`src/rtl/sap_pkg.sv`:
```
// Shared SAP definitions: write-operation encoding and the default datapath width.
package sap_pkg;

  localparam int unsigned SAP_WIDTH = 8;

  typedef enum logic [1:0] {
    LOAD = 2'd0,
    INC  = 2'd1,
    SHL  = 2'd2,
    DEC  = 2'd3
  } op_t;

endpackage

```
`src/rtl/sap_reg_op.sv`:
```
// Combinational write-operation unit for one register.
// Ports:
//   r        current register value
//   win      W-bus data (used by LOAD)
//   op       operation select
//   result_c {cf, new}: flag bit above the new register value
module sap_reg_op
  import sap_pkg::*;
#(
  parameter int unsigned WIDTH = SAP_WIDTH
) (
  input  logic [WIDTH-1:0] r,
  input  logic [WIDTH-1:0] win,
  input  op_t              op,
  output logic [WIDTH:0]   result_c
);

  localparam int unsigned RES_W = WIDTH + 1;

  // The top bit carries the carry, shifted-out bit or borrow depending on op.
  always_comb begin
    result_c = '0;
    unique case (op)
      LOAD:    result_c = {1'b0, win};
      INC:     result_c = {1'b0, r} + RES_W'(1);
      SHL:     result_c = {r, 1'b0};
      DEC:     result_c = {(r == '0), r - WIDTH'(1)};
      default: result_c = {1'b0, win};
    endcase
  end

endmodule

```
`src/rtl/sap_register_file.sv`:
```
// Bank of DEPTH general registers between the W bus and the adder/subtractor.
// Ports:
//   CLK, nCLR      clock, asynchronous active-low clear
//   nL, op, wsel   active-low write strobe, operation, destination register
//   win            W-bus data for LOAD
//   nE, rsel       active-low bus enable and register driven to the bus
//   wout, woe      bus data (0 when disabled) and bus output enable
//   bout           register 0, continuously, as the B operand
//   zf, cf         zero and carry flags of the last write
module sap_register_file
  import sap_pkg::*;
#(
  parameter int unsigned WIDTH  = SAP_WIDTH,
  parameter int unsigned DEPTH  = 4,
  parameter int unsigned ADDR_W = $clog2(DEPTH)
) (
  input  logic              CLK,
  input  logic              nCLR,
  input  logic              nL,
  input  op_t               op,
  input  logic [ADDR_W-1:0] wsel,
  input  logic [WIDTH-1:0]  win,
  input  logic              nE,
  input  logic [ADDR_W-1:0] rsel,
  output logic [WIDTH-1:0]  wout,
  output logic              woe,
  output logic [WIDTH-1:0]  bout,
  output logic              zf,
  output logic              cf
);

  localparam int unsigned CMP_W = ADDR_W + 1;
  localparam logic [CMP_W-1:0] DEPTH_W = CMP_W'(DEPTH);

  logic [WIDTH-1:0] regs [DEPTH];
  logic [WIDTH-1:0] cur_c;
  logic [WIDTH-1:0] rd_c;
  logic [WIDTH:0]   result_c;
  logic             wr_ok_c;

  // Destinations beyond the populated registers are ignored (non-power-of-2 DEPTH).
  assign wr_ok_c = ({1'b0, wsel} < DEPTH_W);

  // Operand fetch and bus read; unpopulated addresses read as zero.
  always_comb begin
    cur_c = '0;
    rd_c  = '0;
    for (int i = 0; i < DEPTH; i++) begin
      if (wsel == ADDR_W'(i)) cur_c = regs[i];
      if (rsel == ADDR_W'(i)) rd_c  = regs[i];
    end
  end

  sap_reg_op #(
    .WIDTH(WIDTH)
  ) u_op (
    .r       (cur_c),
    .win     (win),
    .op      (op),
    .result_c(result_c)
  );

  // Register storage and flags; the reset edge never writes.
  always_ff @(posedge CLK or negedge nCLR) begin
    if (!nCLR) begin
      regs <= '{default: '0};
      zf   <= 1'b0;
      cf   <= 1'b0;
    end else if (!nL && wr_ok_c) begin
      for (int i = 0; i < DEPTH; i++) begin
        if (wsel == ADDR_W'(i)) regs[i] <= result_c[WIDTH-1:0];
      end
      zf <= (result_c[WIDTH-1:0] == '0);
      cf <= result_c[WIDTH];
    end
  end

  assign woe  = !nE;
  assign wout = nE ? '0 : rd_c;
  assign bout = regs[0];

endmodule

```
`config.mk`:
```
export PLATFORM = sky130hd
export DESIGN_NAME = sap_register_file
export DESIGN_NICKNAME = d
export VERILOG_FILES = /design/src/rtl/sap_pkg.sv /design/src/rtl/sap_reg_op.sv /design/src/rtl/sap_register_file.sv
export SDC_FILE = /design/constraint.sdc
export NUM_CORES = 1
export LEC_CHECK = 0
export BUFFER_PORTS_ARGS = -buffer_cell sky130_fd_sc_hd__buf_2
export CORE_UTILIZATION = 25
export CTS_CLUSTER_DIAMETER = 30
export DETAILED_ROUTE_END_ITERATION = 10
export HOLD_SLACK_MARGIN = 0.03
export SYNTH_ARGS = -nofsm -noshare
export SYNTH_HDL_FRONTEND = slang
export SYNTH_SLANG_ARGS = --single-unit
```
`constraint.sdc`:
```
create_clock -name CLK -period 2.3 [get_ports CLK]
set_input_delay 0.23 -clock CLK [delete_from_list [all_inputs] [get_ports CLK]]
set_output_delay 0.23 -clock CLK [all_outputs]
set_load 0.03 [all_outputs]
```
==> results.cfg, run 1 <==
[placement]
io_buffers = 36
detailed_place_hpwl_mm = 4.87
routabilityCongestion = 0.815
placed_instances = 396

[pwr]
power.share.combinational_pct = 52.5
power.net_switching_mw = 1.08
fraction_of_power_spent_switching_nets_pct = 38.5
share_of_total_power_in_the_clock_network_pct = 16.2
sequentialPowerShare_pct = 31.2
leakage_nw = 1.38
power.density_mw_per_mm2 = 940
cell_internal_pwr_mw = 1.72
worst_case_vdd_ir_drop_mv = 0.335
design_power_total_mw = 2.80

[detailed_routing]
dr.first_iter.drc_count = 94
routedWlPerCell_um = 15.9
drcViolationCount = 3
vias = 2029
routed_wl_mm = 6.55
route.antenna.remaining_nets = 0
number_of_detailed_routing_iterations_run_before_antenna_repair = 7
viasPerCell = 4.94

[timing]
max-slew-margin-rel_pct = 48.6
timing_worst_slew_pin_value_ns = 0.771
drv_slew = 0
setup_ws_post_layout_ns = -0.111
finalClockSkew_ns = 0.00934
final-hold-violation-count = 0
holdWs_ns = 0.0102
period_minus_slack_ns = 2.41
setup-violations-final = 14
fin_setup_tns_ns = -0.908
min_period_over_period_pct = 105
fmax_ghz = 0.415
rsz0062_at_grt = true

[yosys]
synthesis.nets = 259
synth_edf_count = 0
netlist_area_mm2 = 0.00229
synthesis.area_per_instance_um2 = 9.64
ys.warnings.count = 0
synthArstFlopShare_pct = 100
netlist_instances = 238
synth-main-ff-cell = dfrtp_1
yosys.cell_types.count = 46
synth.yosys.seq_area_share_pct = 37.1
synth-seq-cells = 34

[worst_hold_path]
hold_class = in2async

[cts]
cts.htree.levels = 2
tritoncts = yes
ctsLongestPathBuffers = 2
numCtsBuffers = 5
worst_skew_pair.late_latency_ns = 0.29
cts_hold_buffers = 0
clk_root_buffer_cell = clkbuf_8
tritoncts_num_sinks = 34
path_clk_slew_ns = 0.07

[worst_setup_path]
path_cells = mux4_2 -> buf_4 -> buf_4 -> nand3_1 -> mux2i_1 -> nand2_1 -> a22o_1 -> o41ai_2
path_common_cell = buf_4
path_max_fanout = 8
critical_path_arrival_ns = 2.60
critPathSlowestCell = mux4_2
critical_path.startpoint_type = flop
kind_of_critical_path = reg2reg
critPathRequiredTime_ns = 2.49
worst_path_largest_cell_delay_ns = 0.52
crit_end_category = flop

[global_routing]
track_usage_pct = 14.1
grt_pass1_wl_mm = 10.4
maximum_number_of_pins_on_one_net_before_global_route_repair = 35
antenna_found_initial = 0
first_global_vias = 2014
globalRouteOverflowTotal = 0

[layout]
finish.net_count = 323
layout.cells.most_common_list = buf_4 (46), nand2_1 (39), buf_2 (36), dfrtp_1 (34), o21ai_0 (27)
layoutNonFillerInstCount = 411
multi_input_area_mm2 = 0.00136
final.fill_count = 916
layout-drive-gt1-share_pct = 40.9
most_frequent_standard_cell_in_the_layout_excluding_fill_and_tap_cells = buf_4
antenna_diodes = 0
ff_latch_area_um2 = 851
area_growth_pct = 29.9

[floorplanning]
io-pin-count = 37
chipHeight_um = 97.8
rows = 34
design.die.area_mm2 = 0.00957
core_area_mm2 = 0.00881
die_width_um = 97.8
start_util_pct = 26.1

[outcome]
result_of_the_run = complete, but fails checks
violations = design-rule violations, negative setup slack

[run]
max-cap-violations = 0
path summary, 6_finish.rpt:
kind                       slack (ns)  endpoint      from  cells after the start
setup / recovery                -0.11        zf   regs[2]                      8
hold / removal                   0.01        cf      nCLR                      1
setup reg to reg                -0.11        zf   regs[2]                      8
hold reg to reg                  0.50  regs[21]  regs[21]                      2
max in group asynchronous        1.79   regs[9]      nCLR                      1
min in group CLK                 0.24        cf        nL                      2
power groups by stage:
stage	Sequential [mW]	Clock, mW	Combinational [mW]
2_1_floorplan	0.868	0	0.888
3_3_place_gp	0.880	0	1.34
3_5_place_dp	0.886	0	1.36
4_1_cts	0.875	0.474	1.41
5_1_grt	0.896	0.494	1.60
6_report	0.875	0.455	1.47
registers in the layout, summed over array words and instances (netlist names):
signal	cells
bout	8
cf	1
regs	24
zf	1
routing by layer:
layer / share of wire (%) / track usage [%] / wire [µm] / vias up
li1: - / - / - / 983
met1: 46 / 18.7 / 2980 / 984
met2: 48 / 22.3 / 3140 / 49
met4: 2.2 / 6.29 / 146 / 0
met5: 0 / 0 / 0 / -
met3: 4.3 / 2.93 / 280 / 13
synthesized netlist by cell type, drive strengths merged (4+ instances only):
| library cell | count | area, µm² |
|---|---|---|
| nand2b | 4 | 25.0 |
| a21oi | 4 | 20.0 |
| mux2 | 4 | 45.0 |
| o21ai | 39 | 195 |
| nor2 | 7 | 26.3 |
| and2 | 9 | 56.3 |
| mux4 | 15 | 338 |
| dfrtp | 34 | 851 |
| buf | 13 | 91.3 |
| nand2 | 39 | 146 |
| mux2i | 7 | 70.1 |
| inv | 5 | 18.8 |
| clkbuf | 12 | 45.0 |
cell type report:
cell class / instances / share of cell area (%)
Clock inverter: 1 / 0.168
Multi-Input combinational cell: 173 / 45.5
Sequential cell: 34 / 28.5
Tap cell: 108 / 4.53
Inverter: 6 / 0.756
Clock buffer: 7 / 2.90
Timing Repair Buffer: 82 / 17.6
through the flow:
step | util, % | instance area (µm²) | worst slack [ns]
floorplan | - | 2310 | 0.00587
global placement | 31.6 | 2780 | -0.250
detailed placement | 31.6 | 2780 | -0.307
CTS | 33.1 | 2920 | -0.0998
global route | 33.8 | 2980 | -0.234
finish | 33.8 | 2980 | -0.111
cell families (layout without fill, tap and decap cells):
group	after synthesis	count (layout)	synth area share, %
AND/OR/NAND/NOR	80	80	17.4
buffers and inverters	31	96	6.92
flip-flops	34	34	37.1
adder cells (fa/ha/maj)	3	3	1.64
XOR/XNOR	4	4	1.53
AO/OA/AOI/OAI	60	60	15.6
multiplexers	26	26	19.7
worst max-delay path, delay by kind of cell (launching register included):
family	cells	cell delay [ns]
AO/OA/AOI/OAI	2	0.57
AND/OR/NAND/NOR	2	0.30
buffers and inverters	2	0.33
flip-flops	1	0.40
multiplexers	2	0.73
what timing repair did:
item / in CTS / in global routing
gates resized for setup: 11 / 11
pin swaps: 4 / 1
setup buffers: 2 / 5
hold endpoints to repair: 0 / 0
endpoints found under the setup margin: 21 / 21
(Power assumes the default switching activity.)
==> run 2: changes to the inputs <==
--- a/config.mk
+++ b/config.mk
@@ -6,10 +6,11 @@
 export NUM_CORES = 1
 export LEC_CHECK = 0
 export BUFFER_PORTS_ARGS = -buffer_cell sky130_fd_sc_hd__buf_2
-export CORE_UTILIZATION = 25
+export CORE_UTILIZATION = 35
 export CTS_CLUSTER_DIAMETER = 30
 export DETAILED_ROUTE_END_ITERATION = 10
 export HOLD_SLACK_MARGIN = 0.03
+export PLACE_DENSITY = 0.67
 export SYNTH_ARGS = -nofsm -noshare
 export SYNTH_HDL_FRONTEND = slang
 export SYNTH_SLANG_ARGS = --single-unit
==> constraint.sdc (replaced) <==
create_clock -name CLK -period 2.3 [get_ports CLK]
set_input_delay 0.46 -clock CLK [delete_from_list [all_inputs] [get_ports CLK]]
set_output_delay 0.46 -clock CLK [all_outputs]
set_load 0.03 [all_outputs]
==> run 2 against run 1 <==
The flow finishes with violations (negative setup slack). Combinational power up 4%. Register-to-register slack worse by 0.04 ns. Total power up 4.3%. Worst setup slack worse by 0.038 ns. Sequential share of layout area down 0.55 points. Sequential power about the same. Fmax down 1.6%. Critical path type unchanged.
==> results.cfg, run 2 (synthesized netlist as in run 1, its figures left out) <==
[floorplanning]
start_util_pct = 36.1
rows = 29
core_area_mm2 = 0.00635
chipHeight_um = 83.0
io-pin-count = 37
design.die.area_mm2 = 0.00688
die_width_um = 83.0

[timing]
final-hold-violation-count = 0
setup-violations-final = 9
min_period_over_period_pct = 106
timing_worst_slew_pin_value_ns = 0.759
fin_setup_tns_ns = -0.413
setup_ws_post_layout_ns = -0.149
max-slew-margin-rel_pct = 49.4
period_minus_slack_ns = 2.45
rsz0062_at_grt = true
fmax_ghz = 0.408
drv_slew = 0
finalClockSkew_ns = 0.00448

[layout]
layout.core_utilization_pct = 47.9
layout-drive-gt1-share_pct = 43.5
layout.cells.most_common_list = buf_4 (50), nand2_1 (39), buf_2 (35), dfrtp_1 (34), o21ai_0 (21)
finalInstanceArea_mm2 = 0.00304
layoutNonFillerInstCount = 385
most_frequent_standard_cell_in_the_layout_excluding_fill_and_tap_cells = buf_4
finish.net_count = 328
antenna_diodes = 0
area_growth_pct = 32.4
regMostFlops = regs
flip_flop_count_of_the_largest_register_after_layout = 24
final.fill_count = 587

[worst_setup_path]
crit_end_category = flop
critical_path_arrival_ns = 2.64
critical_path.startpoint_type = flop
critPathRequiredTime_ns = 2.49
crit_start = regs[0]
path_max_fanout = 5
startpoint_of_the_worst_slack_reg_to_reg_timing_path = regs[0]
kind_of_critical_path = reg2reg

[detailed_routing]
route.antenna.remaining_nets = 0
drcViolationCount = 0
dr.first_iter.drc_count = 89
viasPerCell = 5.41
number_of_detailed_routing_iterations_run_before_antenna_repair = 4
vias = 2083
routedWlPerCell_um = 17.0
routed_wl_mm = 6.53

[pwr]
worst_case_vdd_ir_drop_mv = 0.354
cell_internal_pwr_mw = 1.81
share_of_total_power_in_the_clock_network_pct = 17.7
power.share.combinational_pct = 52.3
power.density_mw_per_mm2 = 962
power.net_switching_mw = 1.11
fraction_of_power_spent_switching_nets_pct = 38.0
leakage_nw = 1.43
sequentialPowerShare_pct = 30.0

[cts]
numCtsBuffers = 5
worst_skew_pair.late_latency_ns = 0.29
path_clk_slew_ns = 0.07
tritoncts_num_sinks = 34
cts.htree.levels = 2
clk_root_buffer_cell = clkbuf_8
ctsLongestPathBuffers = 2
tritoncts = yes

[global_routing]
track_usage_pct = 19.2
grt_util_met2_pct = 31.3
first_global_vias = 2029
antenna_found_initial = 0
global_route.usage.met3_pct = 3.48
grt_pass1_wl_mm = 10.4
grt_util_met1_pct = 25.7
maximum_number_of_pins_on_one_net_before_global_route_repair = 35
globalRouteOverflowTotal = 0
global_route.peak_usage_layer = met2

[placement]
routabilityCongestion = 0.881
detailed_place_hpwl_mm = 4.70
io_buffers = 36
placed_instances = 370
placement.cell_area_mm2 = 0.00279

[outcome]
violations = negative setup slack
result_of_the_run = complete, but fails checks

[worst_hold_path]
hold_class = in2async

[run]
max-cap-violations = 0
## run 2: path summary, 6_finish.rpt
kind,end,slack (ns),depth (start not counted)
setup / recovery,zf,-0.15,6
hold / removal,regs[23],0.23,1
setup reg to reg,zf,-0.15,6
hold reg to reg,regs[6],0.51,2
max in group asynchronous,bout[0],1.58,1
min in group CLK,cf,0.46,2
## run 2: through the flow
| stage | hold slack (ns) | power (mW) | setup slack [ns] |
|---|---|---|---|
| after floorplan | 0.164 | 1.76 | -0.125 |
| final | 0.233 | 2.92 | -0.149 |
| after global routing | 0.297 | 3.11 | -0.211 |
| after global placement | 0.485 | 2.21 | -0.467 |
| after CTS | 0.258 | 2.86 | -0.113 |
| after detailed placement | 0.494 | 2.25 | -0.570 |
## run 2: cell type report
class | count | area (µm²) | share of cell area (%)
Inverter | 6 | 25.0 | 0.823
Clock buffer | 8 | 110 | 3.62
Tap cell | 77 | 96.3 | 3.17
Multi-Input combinational cell | 173 | 1380 | 45.5
Sequential cell | 34 | 851 | 28.0
Timing Repair Buffer | 87 | 573 | 18.9
## run 2: worst max-delay path, stage by stage, from the launching register on
cell	delay (ns)
dfrtp_1	0.38
mux4_2	0.55
or4_4	0.60
mux2i_1	0.17
o21ai_1	0.10
a22o_1	0.22
o41ai_2	0.33
## run 2: power groups by stage
stage / logic (mW) / registers [mW] / clock network, mW
floorplan: 0.888 / 0.868 / 0
global placement: 1.34 / 0.873 / 0
detailed placement: 1.37 / 0.882 / 0
CTS: 1.47 / 0.874 / 0.522
global route: 1.66 / 0.893 / 0.556
finish: 1.53 / 0.876 / 0.517
## run 2: per-layer routing
metal	vias up	part of all wire (%)
li1	991	-
met1	1012	43
met2	65	50
met3	15	5.5
met4	0	2.3
met5	-	0
## run 2: timing repair
action / in CTS / in global routing
gates resized for setup: 16 / 17
pin swaps: 9 / 7
buffers inserted: 5 / 2
endpoints found under the setup margin: 21 / 20
hold buffers: 0 / 0
==> run 3: changes to the inputs <==
--- a/config.mk
+++ b/config.mk
@@ -5,12 +5,14 @@
 export SDC_FILE = /design/constraint.sdc
 export NUM_CORES = 1
 export LEC_CHECK = 0
-export BUFFER_PORTS_ARGS = -buffer_cell sky130_fd_sc_hd__buf_2
+export BUFFER_PORTS_ARGS = -buffer_cell sky130_fd_sc_hd__buf_4
 export CORE_UTILIZATION = 35
 export CTS_CLUSTER_DIAMETER = 30
 export DETAILED_ROUTE_END_ITERATION = 10
+export GPL_ROUTABILITY_DRIVEN = 0
 export HOLD_SLACK_MARGIN = 0.03
 export PLACE_DENSITY = 0.67
+export RECOVER_POWER = 25
 export SYNTH_ARGS = -nofsm -noshare
 export SYNTH_HDL_FRONTEND = slang
 export SYNTH_SLANG_ARGS = --single-unit
==> run 3 against run 2 <==
Die area is the same. Cell count shrank 0.52%. Worst setup slack gained 0.016 ns. Highest routed layer unchanged. Design area grew 2.2%. Worst hold slack gained 0.18 ns. Largest power group unchanged. Clock skew grew 0.0035 ns. Critical endpoint unchanged. The flow finishes with violations (max-capacitance violations, max-slew violations, negative setup slack). Sequential cell count is the same. Fmax grew 0.64%.
==> results.cfg, run 3 (synthesized netlist as in run 1, its figures left out) <==
[worst_setup_path]
kind_of_critical_path = reg2reg
crit_end_category = flop
path_max_fanout = 4
startpoint_of_the_worst_slack_reg_to_reg_timing_path = regs[8]
critical_path_arrival_ns = 2.63
worst-r2r-cell-count = 6
reg2reg_slack_ns = -0.13
critPathRequiredTime_ns = 2.49
critical_path.startpoint_type = flop
critical_path.reg2reg.endpoint = zf

[global_routing]
maximum_number_of_pins_on_one_net_before_global_route_repair = 35
first_global_vias = 2073
grt_pass1_wl_mm = 10.3
antenna_found_initial = 0
track_usage_pct = 19.2
globalRouteOverflowTotal = 0

[detailed_routing]
viasPerCell = 5.40
routed_wl_mm = 6.29
dr.first_iter.drc_count = 89
route.antenna.remaining_nets = 0
number_of_detailed_routing_iterations_run_before_antenna_repair = 4
routedWlPerCell_um = 16.4
drcViolationCount = 0
vias = 2067

[timing]
timing_worst_slew_pin_value_ns = 1.81
min_period_over_period_pct = 106
setup-violations-final = 9
finalClockSkew_ns = 0.00800
fmax_ghz = 0.411
period_minus_slack_ns = 2.43
setup_ws_post_layout_ns = -0.134
final-hold-violation-count = 0
drv_slew = 35
holdWs_ns = 0.417
max-slew-margin-rel_pct = -20.4
rsz0062_at_grt = true

[placement]
place_worst_setup_slack_ns = -0.492
io_buffers = 36
detailed_place_hpwl_mm = 4.52

[floorplanning]
design.die.area_mm2 = 0.00688
core_area_mm2 = 0.00635
die_width_um = 83.0
chipHeight_um = 83.0
io-pin-count = 37
rows = 29
start_util_pct = 36.1

[pwr]
power.share.combinational_pct = 54.2
worst_case_vdd_ir_drop_mv = 0.390
design_power_total_mw = 2.89
fraction_of_power_spent_switching_nets_pct = 38.3
leakage_nw = 1.42
cell_internal_pwr_mw = 1.79
power.density_mw_per_mm2 = 931
power.net_switching_mw = 1.11
sequentialPowerShare_pct = 30.1
share_of_total_power_in_the_clock_network_pct = 15.7

[cts]
ctsLongestPathBuffers = 2
cts.htree.levels = 2
path_clk_slew_ns = 0.07
worst_skew_pair.late_latency_ns = 0.29
clk_root_buffer_cell = clkbuf_8
numCtsBuffers = 5
tritoncts = yes
tritoncts_num_sinks = 34

[layout]
flip_flop_count_of_the_largest_register_after_layout = 24
final.fill_count = 578
layout.core_utilization_pct = 48.9
finish.net_count = 326
area_growth_pct = 35.4
most_frequent_standard_cell_in_the_layout_excluding_fill_and_tap_cells = buf_4
layout.cells.most_common_list = buf_4 (82), nand2_1 (39), dfrtp_1 (34), o21ai_0 (17), mux4_2 (15)
regMostFlops = regs
antenna_diodes = 0
layout-drive-gt1-share_pct = 43.1

[worst_hold_path]
worstHoldEndpoint = cf
hp-start = nL
hold-path-cell-count = 2
hold_class = in2reg

[outcome]
result_of_the_run = complete, but fails checks
violations = max-capacitance violations, max-slew violations, negative setup slack

[run]
max-cap-violations = 1
run 3: cell count changes in the layout (fill, tap and decap cells not counted), sizes merged:
cell | previous run | this run
clkinv | 1 | 2
buf | 87 | 84
run 3: metal layers:
metal  wire length, µm  global-route usage, %
met1              2820                   25.4
met2              3140                   30.8
met3               199                   3.78
met4               121                   7.52
met5                 0                      0
run 3: per-stage QoR:
| stage | instance area [µm²] | setup TNS, ns | std cells |
|---|---|---|---|
| after floorplan | 2330 | -0.300 | 238 |
| after global placement | 2870 | -6.45 | 369 |
| after detailed placement | 2870 | -7.89 | 369 |
| after CTS | 3060 | -0.255 | 381 |
| after global routing | 3110 | -1.50 | 383 |
| final | 3110 | -0.399 | 383 |
run 3: area by class of cell:
| cell class | count | area, µm² | area share (%) |
|---|---|---|---|
| Timing Repair Buffer | 85 | 642 | 20.7 |
| Clock buffer | 7 | 86.3 | 2.78 |
| Clock inverter | 1 | 5.00 | 0.161 |
| Multi-Input combinational cell | 173 | 1400 | 45.2 |
| Tap cell | 77 | 96.3 | 3.10 |
| Inverter | 6 | 22.5 | 0.725 |
| Sequential cell | 34 | 851 | 27.4 |
run 3: what timing repair did:
action                                  4_1_cts  5_1_grt
hold buffers                                  0        0
endpoints found under the setup margin       14       21
gates resized for setup                      17       22
setup buffers                                 5        2
pin swaps                                     3       15
run 3: worst max-delay path by stage:
stage | from | endpoint | slack (ns) | cells past startpoint
final | regs[8] | zf | -0.13 | 6
after global routing | bout[1] | zf | -0.25 | 6
after CTS | regs[1] | zf | -0.12 | 6
after detailed placement | wsel[0] | zf | -0.49 | 9
after global placement | wsel[0] | zf | -0.40 | 9
after floorplan | wsel[0] | zf | -0.12 | 9
run 3: power groups by stage:
stage	Clock (mW)	Sequential [mW]	Combinational, mW
6_report	0.453	0.871	1.57
2_1_floorplan	0	0.868	0.888
3_3_place_gp	0	0.875	1.37
5_1_grt	0.485	0.894	1.68
4_1_cts	0.467	0.870	1.50
3_5_place_dp	0	0.880	1.39
run 3: critical path, cell delays in order, from the launching register on:
cell     delay, ns
dfrtp_1       0.39
mux4_2        0.52
or4_4         0.60
mux2i_1       0.19
o21ai_1       0.10
a22o_1        0.20
o41ai_2       0.32
